**config.mk**
```make
export PLATFORM = sky130hd
export DESIGN_NAME = audio_pwm_player
export DESIGN_NICKNAME = d
export VERILOG_FILES = /design/src/rtl/audio_pkg.sv /design/src/rtl/sample_fifo.sv /design/src/rtl/audio_pwm_player.sv
export SDC_FILE = /design/constraint.sdc
export NUM_CORES = 1
export LEC_CHECK = 0
export BUFFER_PORTS_ARGS = -buffer_cell sky130_fd_sc_hd__buf_2
export CAP_MARGIN = 30
export CORE_MARGIN = 2
export CORE_UTILIZATION = 35
export CTS_CLUSTER_SIZE = 25
export DETAILED_ROUTE_END_ITERATION = 10
export MAX_ROUTING_LAYER = met4
export PLACE_DENSITY_LB_ADDON = 0.15
export SLEW_MARGIN = 10
export SYNTH_ARGS = -nofsm -noshare
export SYNTH_HDL_FRONTEND = slang
export SYNTH_SLANG_ARGS = --single-unit
```
**constraint.sdc**
```tcl
create_clock -name clk_in -period 2.82 [get_ports clk_in]
set_input_delay 0.282 -clock clk_in [delete_from_list [all_inputs] [get_ports clk_in]]
set_output_delay 0.282 -clock clk_in [all_outputs]
set_load 0.01 [all_outputs]
```
**src/rtl/audio_pkg.sv**
```systemverilog
// Shared definitions for the PWM audio player: playback states, duty
// constants and the signed-to-offset-binary sample conversion.
package audio_pkg;

  typedef enum logic [0:0] {
    IDLE = 1'b0,
    PLAY = 1'b1
  } state_e;

  // Duty value that produces a 50% waveform, i.e. analogue silence.
  localparam logic [7:0] MIDSCALE = 8'd128;

  // Samples that must be buffered before playback starts.
  localparam int PREFILL = 2;

  // Consecutive empty boundaries tolerated before playback stops.
  localparam int MAX_UNDERFLOW = 4;

  // Two's-complement sample to offset binary: flipping the MSB adds 128.
  function automatic logic [7:0] to_offset_binary(input logic [7:0] sample);
    return {~sample[7], sample[6:0]};
  endfunction

endpackage

```
**src/rtl/sample_fifo.sv**
```systemverilog
// Small synchronous sample buffer. Read data is presented combinationally
// from the head entry so a pop can consume it in the same cycle.
module sample_fifo #(
  parameter int WIDTH = 8,
  parameter int DEPTH = 4
) (
  input  logic                     clk_in,
  input  logic                     rst_in,
  input  logic                     push_in,
  input  logic                     pop_in,
  input  logic [WIDTH-1:0]         data_in,
  output logic [WIDTH-1:0]         data_out,
  output logic [$clog2(DEPTH):0]   level_out
);

  localparam int PW = $clog2(DEPTH);
  localparam int LW = PW + 1;
  localparam logic [PW-1:0] PTR_ONE  = PW'(1);
  localparam logic [LW-1:0] LVL_ONE  = LW'(1);
  localparam logic [LW-1:0] LVL_FULL = LW'(DEPTH);

  logic [WIDTH-1:0] mem_q [DEPTH];
  logic [PW-1:0]    wr_ptr_q, wr_ptr_d;
  logic [PW-1:0]    rd_ptr_q, rd_ptr_d;
  logic [LW-1:0]    level_q, level_d;
  logic             push_ok_s;
  logic             pop_ok_s;

  // Guard against overfilling or draining an empty buffer, then advance pointers and occupancy.
  always_comb begin
    push_ok_s = push_in && (level_q != LVL_FULL);
    pop_ok_s  = pop_in && (level_q != {LW{1'b0}});
    if (push_ok_s) begin
      wr_ptr_d = wr_ptr_q + PTR_ONE;
    end else begin
      wr_ptr_d = wr_ptr_q;
    end
    if (pop_ok_s) begin
      rd_ptr_d = rd_ptr_q + PTR_ONE;
    end else begin
      rd_ptr_d = rd_ptr_q;
    end
    case ({push_ok_s, pop_ok_s})
      2'b10:   level_d = level_q + LVL_ONE;
      2'b01:   level_d = level_q - LVL_ONE;
      default: level_d = level_q;
    endcase
  end

  // Pointer and occupancy state; reset empties the buffer.
  always_ff @(posedge clk_in or negedge rst_in) begin
    if (!rst_in) begin
      wr_ptr_q <= {PW{1'b0}};
      rd_ptr_q <= {PW{1'b0}};
      level_q  <= {LW{1'b0}};
    end else begin
      wr_ptr_q <= wr_ptr_d;
      rd_ptr_q <= rd_ptr_d;
      level_q  <= level_d;
    end
  end

  // Sample storage; contents are meaningless until written, so no reset is needed.
  always_ff @(posedge clk_in) begin
    if (push_ok_s) begin
      mem_q[wr_ptr_q] <= data_in;
    end
  end

  assign data_out  = mem_q[rd_ptr_q];
  assign level_out = level_q;

endmodule

```
**src/rtl/audio_pwm_player.sv**
```systemverilog
// Buffered 8-bit PWM audio player. Samples are pulled from a small FIFO once
// per sample period and converted to a duty cycle for a free-running 8-bit
// carrier. Duty changes are deferred to the carrier wrap to avoid glitches.
module audio_pwm_player
  import audio_pkg::*;
#(
  parameter int SAMPLE_PERIOD = 4096,
  parameter int FIFO_DEPTH    = 4
) (
  input  logic                          clk_in,
  input  logic                          rst_in,
  input  logic [7:0]                    sample_in,
  input  logic                          sample_valid_in,
  output logic                          sample_ready_out,
  output logic                          pwm_out,
  output logic                          sample_tick_out,
  output logic                          underflow_out,
  output logic [$clog2(FIFO_DEPTH):0]   level_out,
  output logic                          playing_out
);

  localparam int LW = $clog2(FIFO_DEPTH) + 1;
  localparam int CW = (SAMPLE_PERIOD > 1) ? $clog2(SAMPLE_PERIOD) : 1;
  localparam logic [CW-1:0] CNT_LAST    = CW'(SAMPLE_PERIOD - 1);
  localparam logic [CW-1:0] CNT_ONE     = CW'(1);
  localparam logic [LW-1:0] LVL_FULL    = LW'(FIFO_DEPTH);
  localparam logic [LW-1:0] LVL_PREFILL = LW'(PREFILL);
  localparam logic [2:0]    UF_LAST     = 3'(MAX_UNDERFLOW - 1);

  state_e          state_q, state_d;
  logic [CW-1:0]   cnt_q, cnt_d;
  logic [7:0]      carrier_q, carrier_d;
  logic [7:0]      pending_q, pending_d;
  logic [7:0]      active_q, active_d;
  logic [2:0]      uf_q, uf_d;
  logic            pwm_q, pwm_d;

  logic            boundary_s;
  logic            push_s;
  logic            pop_s;
  logic            underflow_s;
  logic [7:0]      fifo_data_s;
  logic [LW-1:0]   level_s;

  sample_fifo #(
    .WIDTH (8),
    .DEPTH (FIFO_DEPTH)
  ) u_fifo (
    .clk_in    (clk_in),
    .rst_in    (rst_in),
    .push_in   (push_s),
    .pop_in    (pop_s),
    .data_in   (sample_in),
    .data_out  (fifo_data_s),
    .level_out (level_s)
  );

  assign boundary_s = (cnt_q == CNT_LAST);
  assign sample_ready_out = (level_s < LVL_FULL);
  assign push_s = sample_valid_in && sample_ready_out;

  // Sample-period sequencing, duty pipeline and playback state machine.
  always_comb begin
    state_d     = state_q;
    pending_d   = pending_q;
    uf_d        = uf_q;
    pop_s       = 1'b0;
    underflow_s = 1'b0;
    carrier_d   = carrier_q + 8'd1;

    if (boundary_s) begin
      cnt_d = {CW{1'b0}};
    end else begin
      cnt_d = cnt_q + CNT_ONE;
    end

    // The new duty only takes effect at the carrier wrap so a PWM period is never cut short.
    if (carrier_q == 8'hFF) begin
      active_d = pending_q;
    end else begin
      active_d = active_q;
    end

    case (state_q)
      IDLE: begin
        if (boundary_s && (level_s >= LVL_PREFILL)) begin
          pop_s     = 1'b1;
          pending_d = to_offset_binary(fifo_data_s);
          uf_d      = 3'd0;
          state_d   = PLAY;
        end else begin
          state_d = IDLE;
        end
      end
      PLAY: begin
        if (boundary_s && (level_s != {LW{1'b0}})) begin
          pop_s     = 1'b1;
          pending_d = to_offset_binary(fifo_data_s);
          uf_d      = 3'd0;
        end else if (boundary_s) begin
          // A sample pushed this same cycle is stored but cannot be played here.
          underflow_s = 1'b1;
          pending_d   = MIDSCALE;
          if (uf_q == UF_LAST) begin
            state_d  = IDLE;
            uf_d     = 3'd0;
            active_d = MIDSCALE;
          end else begin
            uf_d = uf_q + 3'd1;
          end
        end else begin
          state_d = PLAY;
        end
      end
      default: begin
        state_d   = IDLE;
        uf_d      = 3'd0;
        pending_d = MIDSCALE;
        active_d  = MIDSCALE;
      end
    endcase

    pwm_d = (state_q == PLAY) && (carrier_q < active_q);
  end

  // Player state registers; reset returns to silent idle with counters at zero.
  always_ff @(posedge clk_in or negedge rst_in) begin
    if (!rst_in) begin
      state_q   <= IDLE;
      cnt_q     <= {CW{1'b0}};
      carrier_q <= 8'd0;
      pending_q <= MIDSCALE;
      active_q  <= MIDSCALE;
      uf_q      <= 3'd0;
      pwm_q     <= 1'b0;
    end else begin
      state_q   <= state_d;
      cnt_q     <= cnt_d;
      carrier_q <= carrier_d;
      pending_q <= pending_d;
      active_q  <= active_d;
      uf_q      <= uf_d;
      pwm_q     <= pwm_d;
    end
  end

  assign pwm_out         = pwm_q;
  assign sample_tick_out = boundary_s;
  assign underflow_out   = underflow_s;
  assign level_out       = level_s;
  assign playing_out     = (state_q == PLAY);

endmodule

```
# Word-level counts from Yosys, hierarchy flattened
# Memory sizes are Yosys's and may differ from the RTL's.
# Index checks and enable logic that the tools add are counted.
# Widths: inputs -> output; s select.
[word_totals]
register_bits = 48
ramBits = 32
inputBits = 11
output_inout_bits = 8
word_cells = 68
mem_count = 1
[memory_table]
columns = ["name", "depth", "word_bits", "read_ports", "rd_ports_with_merged_regs", "write_ports", "line_no", "source"]
rows = [
  ["u_fifo.mem_q", 4, 8, 1, 0, 1, "sample_fifo.sv:22", "logic [WIDTH-1:0] mem_q [DEPTH];"],
]
[op_classes]
add_sub_neg = 7
magnitude_cmp = 3
n_eq_ne = 8
n_mux = 28
n_bitwise = 2
n_reduce_logical = 9
[op_table]
columns = ["operator", "n"]
rows = [
  ["$mux 8", 8],
  ["$pmux 8 s2", 1],
  ["$add 12x1->12 const B", 1],
  ["$eq 12x12->1 const B", 1],
  ["$mux 12", 1],
  ["$mux 3", 4],
  ["$pmux 3 s2", 2],
  ["$mux 1", 10],
  ["$add 8x1->8 const B", 1],
  ["$eq 8x8->1 const B", 1],
  ["$lt 8x8->1", 1],
  ["$add 3x1->3 const B", 2],
  ["$logic_and 1x1->1", 6],
  ["$add 2x1->2 const B", 2],
  ["$pmux 1 s2", 2],
  ["$eq 3x2->1 const B", 1],
  ["$ge 3x2->1 const B", 1],
  ["$lt 3x3->1 const B", 1],
  ["$ne 3x1->1 const B", 1],
  ["$ne 3x3->1 const B", 1],
  ["$reduce_bool 3->1", 1],
  ["$sub 3x1->3 const B", 1],
  ["$eq 2x1->1 const B", 1],
  ["$eq 2x2->1 const B", 1],
  ["other kinds (4)", 5],
]

# Depth between registers and ports, before layout
# Gate-level depths: netlist (run 1).
[logic_depth]
ltp_word = 7
ltp_mapped = 9
mapped_depth_nobuf = 9

# Cells and area by module
# A second synthesis (run 1) with hierarchy kept.
[unflattened]
hier_cells = 246
hier_area_um2 = 3488.3
[modules_own_cells]
columns = ["module", "instances", "cells_per_inst", "area_per_inst_um2", "seq_area_each_um2"]
rows = [
  ["audio_pwm_player", 1, 167, 1900.6, 1028.5],
  ["sample_fifo", 1, 79, 1587.8, 1136.1],
]

# Worst setup path after synthesis (run 1)
# OpenSTA, ideal clock, no wires.
[synth_path]
path_type = "reg2reg"
from = "register cnt_q[0]"
to = "register u_fifo.level_q[2] (netlist: u_fifo.level_out[2])"
setup_time_ns = 0.080
t_arrival_ns = 2.244
required_time_ns = 2.740
path_slack_ns = 0.496
stages_incl_launch_ff = 10
path_buffers = 0
period_less_slack_ns = 2.324
path_cell_list = "dfrtp_1 > ha_1 > nand4_2 > nor4_1 > ha_1 > inv_1 > fa_1 > xor2_1 > nor2_1 > xnor2_1"
[synth_between]
elab_chain_cells = 7
elab_cells_between_ends = 11
cone_classes = "eq/ne (3); mux (4); reduce/logical (4)"
[synth_lines]
columns = ["element", "line_no", "source"]
rows = [
  ["from (decl)", "audio_pwm_player.sv:31", "logic [CW-1:0] cnt_q, cnt_d;"],
  ["from (signal assigned)", "audio_pwm_player.sv:130", "cnt_q <= {CW{1'b0}};"],
  ["from (signal assigned)", "audio_pwm_player.sv:138", "cnt_q <= cnt_d;"],
  ["$eq 12x12->1 *", "audio_pwm_player.sv:58", "assign boundary_s = (cnt_q == CNT_LAST);"],
  ["$logic_and 1x1->1 (on tied branches)", "audio_pwm_player.sv:96, audio_pwm_player.sv:86", ""],
  ["$mux 1 (on tied branches)", "audio_pwm_player.sv:96, audio_pwm_player.sv:86", ""],
  ["$pmux 1 s2 *", "audio_pwm_player.sv:84", "case (state_q)"],
  ["$logic_and 1x1->1 *", "sample_fifo.sv:32", "pop_ok_s = pop_in && (level_q != {LW{1'b0}});"],
  ["via u_fifo.pop_ok_s", "sample_fifo.sv:27", "logic pop_ok_s;"],
  ["$eq 2x1->1 / $eq 2x2->1 (equally long branches)", "sample_fifo.sv:43", "case ({push_ok_s, pop_ok_s})"],
  ["$pmux 3 s2 / $reduce_bool 2->1 (equally long branches)", "-", ""],
  ["to (signal assigned)", "sample_fifo.sv:55", "level_q <= {LW{1'b0}};"],
  ["to (signal assigned)", "sample_fifo.sv:59", "level_q <= level_d;"],
  ["to (decl)", "sample_fifo.sv:25", "logic [LW-1:0] level_q, level_d;"],
]
# The timed path passes the listed nets; every way through them passes the cells marked *.
# A chain may end at the register's enable or synchronous reset.

# Worst setup path after layout (run 1)
# Same ends and word-level chain as after synthesis.

==> results by group, run 1 <==
Global route
  • Vias in the first global route: approximately 2100
  • GRT Overall Usage: 0.1260
  • Largest net degree at the start of global routing: 36
  • Global-route wire length before repair: 10.45 mm
  • Busiest metal layer after global routing: met2
  • Initial antenna violation count: 0
  • Met3 Use GR: 0.04261
  • GRT overflow: 0
  • Met1 usage: 0.1602
  • GR met2 Demand/Resource: 0.1872

Timing
  • Final Critical Period: about 2400 ps
  • Final critical-path setup slack: between 400 and 500 ps
  • Skew final: 8.660 ps
  • Unrepaired setup endpoints after global routing: false
  • Final hold vios: 0
  • Fmax: 414.5 MHz
  • Worst-Margin Slew: roughly 600 ps
  • Setup TNS: 0 ps
  • Crit share post-route: 0.8556
  • Final setup viols: 0
  • Max Slew Vio Count: 0
  • Max_slew headroom: 0.6001

Routing
  • DR vias/cell: between 4 and 5
  • WL final: approximately 5.8 mm
  • ANT nets after route: 0
  • Vias: approximately 2000
  • Avg WL per Cell: roughly 14 µm
  • DR iter-0 viols: 84
  • DR DRC count: 0
  • Pre-Repair DR Iteration Count: 4

Clocking
  • Postcts setup bufs: 0
  • Worst-path clk slew: roughly 90 ps
  • Clock tree buffer depth: 2
  • CTS tree: yes
  • Clock latency on the worst-skew pair: 350 ps
  • CTS Root Cell: clkbuf_8
  • # clock sinks: 80
  • Hold buffers post-CTS: 1
  • Post-CTS Resized: 0
  • Cts bufs inserted: 9
  • Htree depth: 3

Worst hold path
  • Hold-critical path depth: 1
  • Worst hold start: sample_in[4]
  • Endpoint, Worst Hold: u_fifo.mem_q[2][4]
  • Hold Path Class: input pin to flip-flop

Power
  • Pwr dens: roughly 640 nW/µm²
  • VDD IR max: between 0.0003 and 0.0004 V
  • P_leak: between 1.5 and 2 nW

Layout
  • Final antenna diode count: 0
  • Post-route cell area: about 4000 µm²
  • Fillers: between 900 and 1000
  • Layout cells sized above 1: 0.1858
  • Final layout net count: ~320
  • P&R area growth vs syn: 12.50%
  • Post-layout util: 0.4066

Die
  • Die Height: roughly 100 µm
  • Core area: 9774 µm²
  • Die footprint: roughly 11000 µm²
  • Die width: 104.5 µm
  • Num ports: 19
  • Rows: 36
  • Initial Utilization: 0.3614

Worst setup path
  • Worst setup EP type: flip-flop
  • Reg-to-Reg End: u_fifo.level_out[2]
  • WP data required: slightly above 3000 ps
  • Flop-to-flop setup slack: 410 ps
  • Critical Path Start: cnt_q[0]
  • Worst r2r src: cnt_q[0]
  • Largest stage delay on the critical path: between 300 and 400 ps
  • Crit Path Class: flip-flop to flip-flop
  • Crit path top cell by count: ha_1
  • CP Data Arrival Time: 2690 ps
  • CP max FO: 6
  • Slowest CP cell: dfrtp_1
  • Critical path, cell by cell: ha_1 -> nand4_2 -> nor4_1 -> buf_4 -> ha_1 -> inv_1 -> fa_1 -> xor2_1 -> nor2_1 -> xnor2_1
  • Worst setup SP type: flip-flop
  • Worst Reg-to-Reg Cells: 10

Outcome
  • Status: completed

Yosys
  • Count leader, synth: dfrtp_1
  • Sequential fraction of the synthesis area: 0.6128
  • Synth Flop Type: dfrtp_1
  • Synth Cell Area: 3532 µm²
  • Synth Register Bits: 80
  • Area leader, netlist: dfrtp_1
  • Syn_nets: 292
  • Fraction of registers with async set/reset: 0.6000
  • Post-synth EDFFs: 32
  • Ys Warns: 0
  • Synth cell count leaders: 46 x dfrtp_1, 32 x edfxtp_1, 20 x nand2_1, 19 x inv_1, 18 x nor2_1
  • Syn Inst Count: 265
  • Synth cell types: 43
  • Top-area cell type share of the netlist area: 0.3259
  • Syn avg cell area: ~13 µm²
  • Ranking of synthesized cells by area: dfrtp_1 33%, edfxtp_1 27%, ha_1 5.3%

Placed design
  • Final GP Congestion: about 0.71
  • Post-DP HPWL: around 3.9 mm
  • Pre-CTS WS: 459.0 ps
  • Placed Area: 3761 µm²
  • Port Buffers: 18

Flow run
  • Maxcap violations: 0
metal layers:
| layer | share of wire | up-vias |
|---|---|---|
| met5 | 0 | - |
| met4 | 0.0065 | 0 |
| met3 | 0.034 | 2 |
| met2 | 0.47 | 22 |
| met1 | 0.49 | 951 |
| li1 | - | 978 |
how the worst max path moves through the flow:
stage	end	cells past startpoint	slack (ps)
after floorplan	u_fifo.level_out[2]	9	500
after global placement	u_fifo.level_out[2]	10	420
after detailed placement	u_fifo.level_out[2]	10	460
after CTS	u_fifo.level_out[2]	10	430
after global routing	u_fifo.level_out[2]	10	130
final	u_fifo.level_out[2]	10	410
worst max-delay path: cells and delay by family, from the launching register on:
kind	cells	cell delay, ps
xor gates and xnor gates	2	270
adders and majority gates	3	770
buffers and inverters	2	250
DFF	1	390
and+or+nand+nor	3	670
power by group:
part | internal, W | total [W] | switching, W
Combinational | 0.000122 | 0.000305 | 0.000183
Clock | 0.000420 | 0.000868 | 0.000448
Sequential | 0.00132 | 0.00139 | 0.0000669
Total | 0.00186 | 0.00256 | 0.000698
cell type report:
cell class,instances,area [µm²],share of cell area
clock inverters,7,78.83,0.01984
multi-input cells,158,1242,0.3127
well taps,133,166.4,0.04188
repair buffers,22,122.6,0.03086
clock buffers,9,123.9,0.03117
flip-flops and latches,80,2165,0.5447
inverters,20,75.07,0.01889
logic make-up after synthesis:
kind of cell               after synthesis  synth area share
adders and majority gates               16           0.05880
AOI/OAI and AO/OA                       26           0.04676
and+or+nand+nor                         80            0.1229
xor gates and xnor gates                20           0.04959
DFF                                     80            0.6128
muxes                                   16           0.07368
buffers and inverters                   27           0.03542
through the flow:
step	hold slack (ps)	cells	total power (W)
5_1_grt	116.6	429	0.002708
4_1_cts	119.0	429	0.002609
6_report	143.7	429	0.002558
2_1_floorplan	-13.59	265	0.001598
3_5_place_dp	203.3	412	0.001726
3_3_place_gp	202.4	412	0.001720
flip-flops by register name, indices dropped and copies added, names as in the netlist:
| register | count |
|---|---|
| uf_q | 3 |
| active_q | 8 |
| u_fifo.wr_ptr_q | 2 |
| carrier_q | 8 |
| u_fifo.rd_ptr_q | 2 |
| pending_q | 8 |
| playing_out | 1 |
| u_fifo.mem_q | 32 |
| cnt_q | 12 |
| pwm_out | 1 |
| u_fifo.level_out | 3 |
cells in the final DEF (no fill, tap or decap), types with 3 or more instances in the layout:
| cell type | n |
|---|---|
| nand2b_1 | 8 |
| a21oi_1 | 4 |
| nand3_1 | 7 |
| buf_2 | 18 |
| dfrtp_1 | 46 |
| mux4_2 | 8 |
| nand2_1 | 20 |
| nor2_1 | 18 |
| inv_1 | 19 |
| and2_1 | 6 |
| nand4_1 | 5 |
| clkbuf_8 | 9 |
| xnor2_1 | 11 |
| o21ai_1 | 8 |
| o21ai_0 | 4 |
| xor2_1 | 9 |
| edfxtp_1 | 32 |
| mux2i_1 | 8 |
| ha_1 | 15 |
| buf_4 | 3 |
Power figures use the tool's default switching activity.
==> run 2: changes to the inputs <==
==> constraint.sdc (replaced) <==
create_clock -name clk_in -period 2.82 [get_ports clk_in]
set_input_delay 0.282 -clock clk_in [delete_from_list [all_inputs] [get_ports clk_in]]
set_output_delay 0.282 -clock clk_in [all_outputs]
set_load 0.05 [all_outputs]
==> results by group, run 2 (same netlist as run 1, synthesis figures left out) <==
Outcome
  • Status: completed

Worst setup path
  • Worst setup SP type: flip-flop
  • CP Data Arrival Time: 2210 ps
  • Crit Path Class: flip-flop to output pin
  • Slowest CP cell: or3_1
  • Worst setup EP type: output pin
  • CP max FO: 7
  • Worst r2r src: cnt_q[0]
  • Reg-to-Reg End: u_fifo.level_out[2]
  • Worst Reg-to-Reg Cells: 10
  • Critical path, cell by cell: ha_1 -> nand4_2 -> or3_1 -> inv_2 -> buf_2
  • Flop-to-flop setup slack: 400 ps
  • WP data required: about 2500 ps
  • Largest stage delay on the critical path: ~570 ps

Timing
  • Final hold vios: 0
  • Skew final: between 9 and 10 ps
  • Worst-Margin Slew: 686.4 ps
  • Unrepaired setup endpoints after global routing: false
  • Hold WS: 144.2 ps
  • Setup TNS: 0 ps
  • Final setup viols: 0
  • Final Critical Period: 2487 ps
  • Fmax: about 400 MHz
  • Max_slew headroom: 0.5424
  • Crit share post-route: 0.8821
  • Max Slew Vio Count: 0

Die
  • Rows: 36
  • Die footprint: between 10000 and 15000 µm²
  • Core area: slightly below 10000 µm²
  • Num ports: 19
  • Die width: about 100 µm
  • Initial Utilization: 0.3614
  • Die Height: 104.5 µm

Layout
  • Commonest non-fill, non-tap cell in the layout: dfrtp_1
  • Post-layout util: 0.4089
  • P&R area growth vs syn: 13.14%
  • Commonest non-fill, non-tap cells in the layout: 46 x dfrtp_1, 32 x edfxtp_1, 20 x nand2_1
  • Final antenna diode count: 0
  • Biggest register: u_fifo.mem_q
  • Layout cells sized above 1: 0.1824
  • Fillers: 932
  • Final layout net count: between 300 and 400
  • Largest registers: u_fifo.mem_q (32), cnt_q (12)
  • Max reg flops: 32

Routing
  • DR iter-0 viols: 62
  • DR DRC count: 0
  • DR vias/cell: 4.592
  • Pre-Repair DR Iteration Count: 5
  • Avg WL per Cell: ~13 µm
  • Vias: approximately 2000
  • ANT nets after route: 0
  • WL final: 5.747 mm

Global route
  • Initial antenna violation count: 0
  • Largest net degree at the start of global routing: 31
  • Vias in the first global route: roughly 2000
  • GRT Overall Usage: 0.1207
  • Global-route wire length before repair: approximately 10 mm
  • GRT overflow: 0

Clocking
  • Cts bufs inserted: 9
  • Post-CTS Resized: 0
  • CTS tree: yes
  • # clock sinks: 80
  • Worst-path clk slew: around 90 ps
  • Clock tree buffer depth: 2
  • Clock latency on the worst-skew pair: ~350 ps
  • Htree depth: 3
  • Postcts setup bufs: 0
  • CTS Root Cell: clkbuf_8

Flow run
  • Maxcap violations: 0

Worst hold path
  • Endpoint, Worst Hold: u_fifo.mem_q[3][0]
  • Worst hold start: sample_in[0]
  • Hold Path Class: input pin to flip-flop
  • Hold-critical path depth: 1

Placed design
  • Port Buffers: 18
  • Post-DP HPWL: 3.947 mm
  • Final GP Congestion: 0.7370

Power
  • VDD IR max: 0.0003122 V
  • Pwr Total: approximately 0.0027 W
  • P_leak: between 1.5 and 2 nW
  • Pwr dens: roughly 680 nW/µm²
[run 2: critical path: cells and delay by family (launching register included)]
kind	cells	cell delay [ps]
adders and majority gates	1	230
buffers and inverters	2	460
DFF	1	390
and+or+nand+nor	2	770
[run 2: metal layers]
layer / track usage / vias to the layer above / share of wire
met3: 0.03446 / 6 / 0.030
li1: - / 978 / -
met5: - / - / 0
met4: 0.03475 / 0 / 0.010
met1: 0.1497 / 965 / 0.47
met2: 0.1933 / 21 / 0.49
[run 2: per-stage QoR]
step | worst slack, ps | instances | instance area [µm²]
3_5_place_dp | 413.9 | 412 | 3761
2_1_floorplan | 486.0 | 265 | 3532
3_3_place_gp | 428.4 | 412 | 3761
4_1_cts | 321.4 | 429 | 3996
5_1_grt | 170.1 | 429 | 3996
6_report | 332.6 | 429 | 3996
[run 2: layout make-up]
cell class	count	area [µm²]	area share
sequential	80	2165	0.5416
multi-input combinational	158	1242	0.3109
tap	133	166.4	0.04164
clock buffer	9	123.9	0.03100
timing repair buffer	22	122.6	0.03068
clock inverter	7	101.3	0.02536
inverter	20	75.07	0.01879
[run 2: how the worst max path moves through the flow]
stage                startpoint                  end  slack (ps)  depth (start not counted)
finish                 cnt_q[0]      sample_tick_out         330                          5
global route           cnt_q[0]      sample_tick_out         170                          5
CTS                    cnt_q[0]      sample_tick_out         320                          5
detailed placement     cnt_q[0]  u_fifo.level_out[2]         410                         10
global placement       cnt_q[0]  u_fifo.level_out[2]         430                         10
floorplan           playing_out  u_fifo.level_out[2]         490                          8
[run 2: power breakdown]
part / switching [W] / internal [W] / total [W] / leakage, nW
Clock: 0.000436 / 0.000510 / 0.000946 / 0.114
Combinational: 0.000274 / 0.000122 / 0.000396 / 0.626
Sequential: 0.0000646 / 0.00132 / 0.00138 / 0.914
Total: 0.000775 / 0.00195 / 0.00272 / 1.65
[run 2: what timing repair did]
item,CTS,global route
hold buffers,1,0
hold endpoints to repair,29,0
endpoints found under the setup margin,0,0
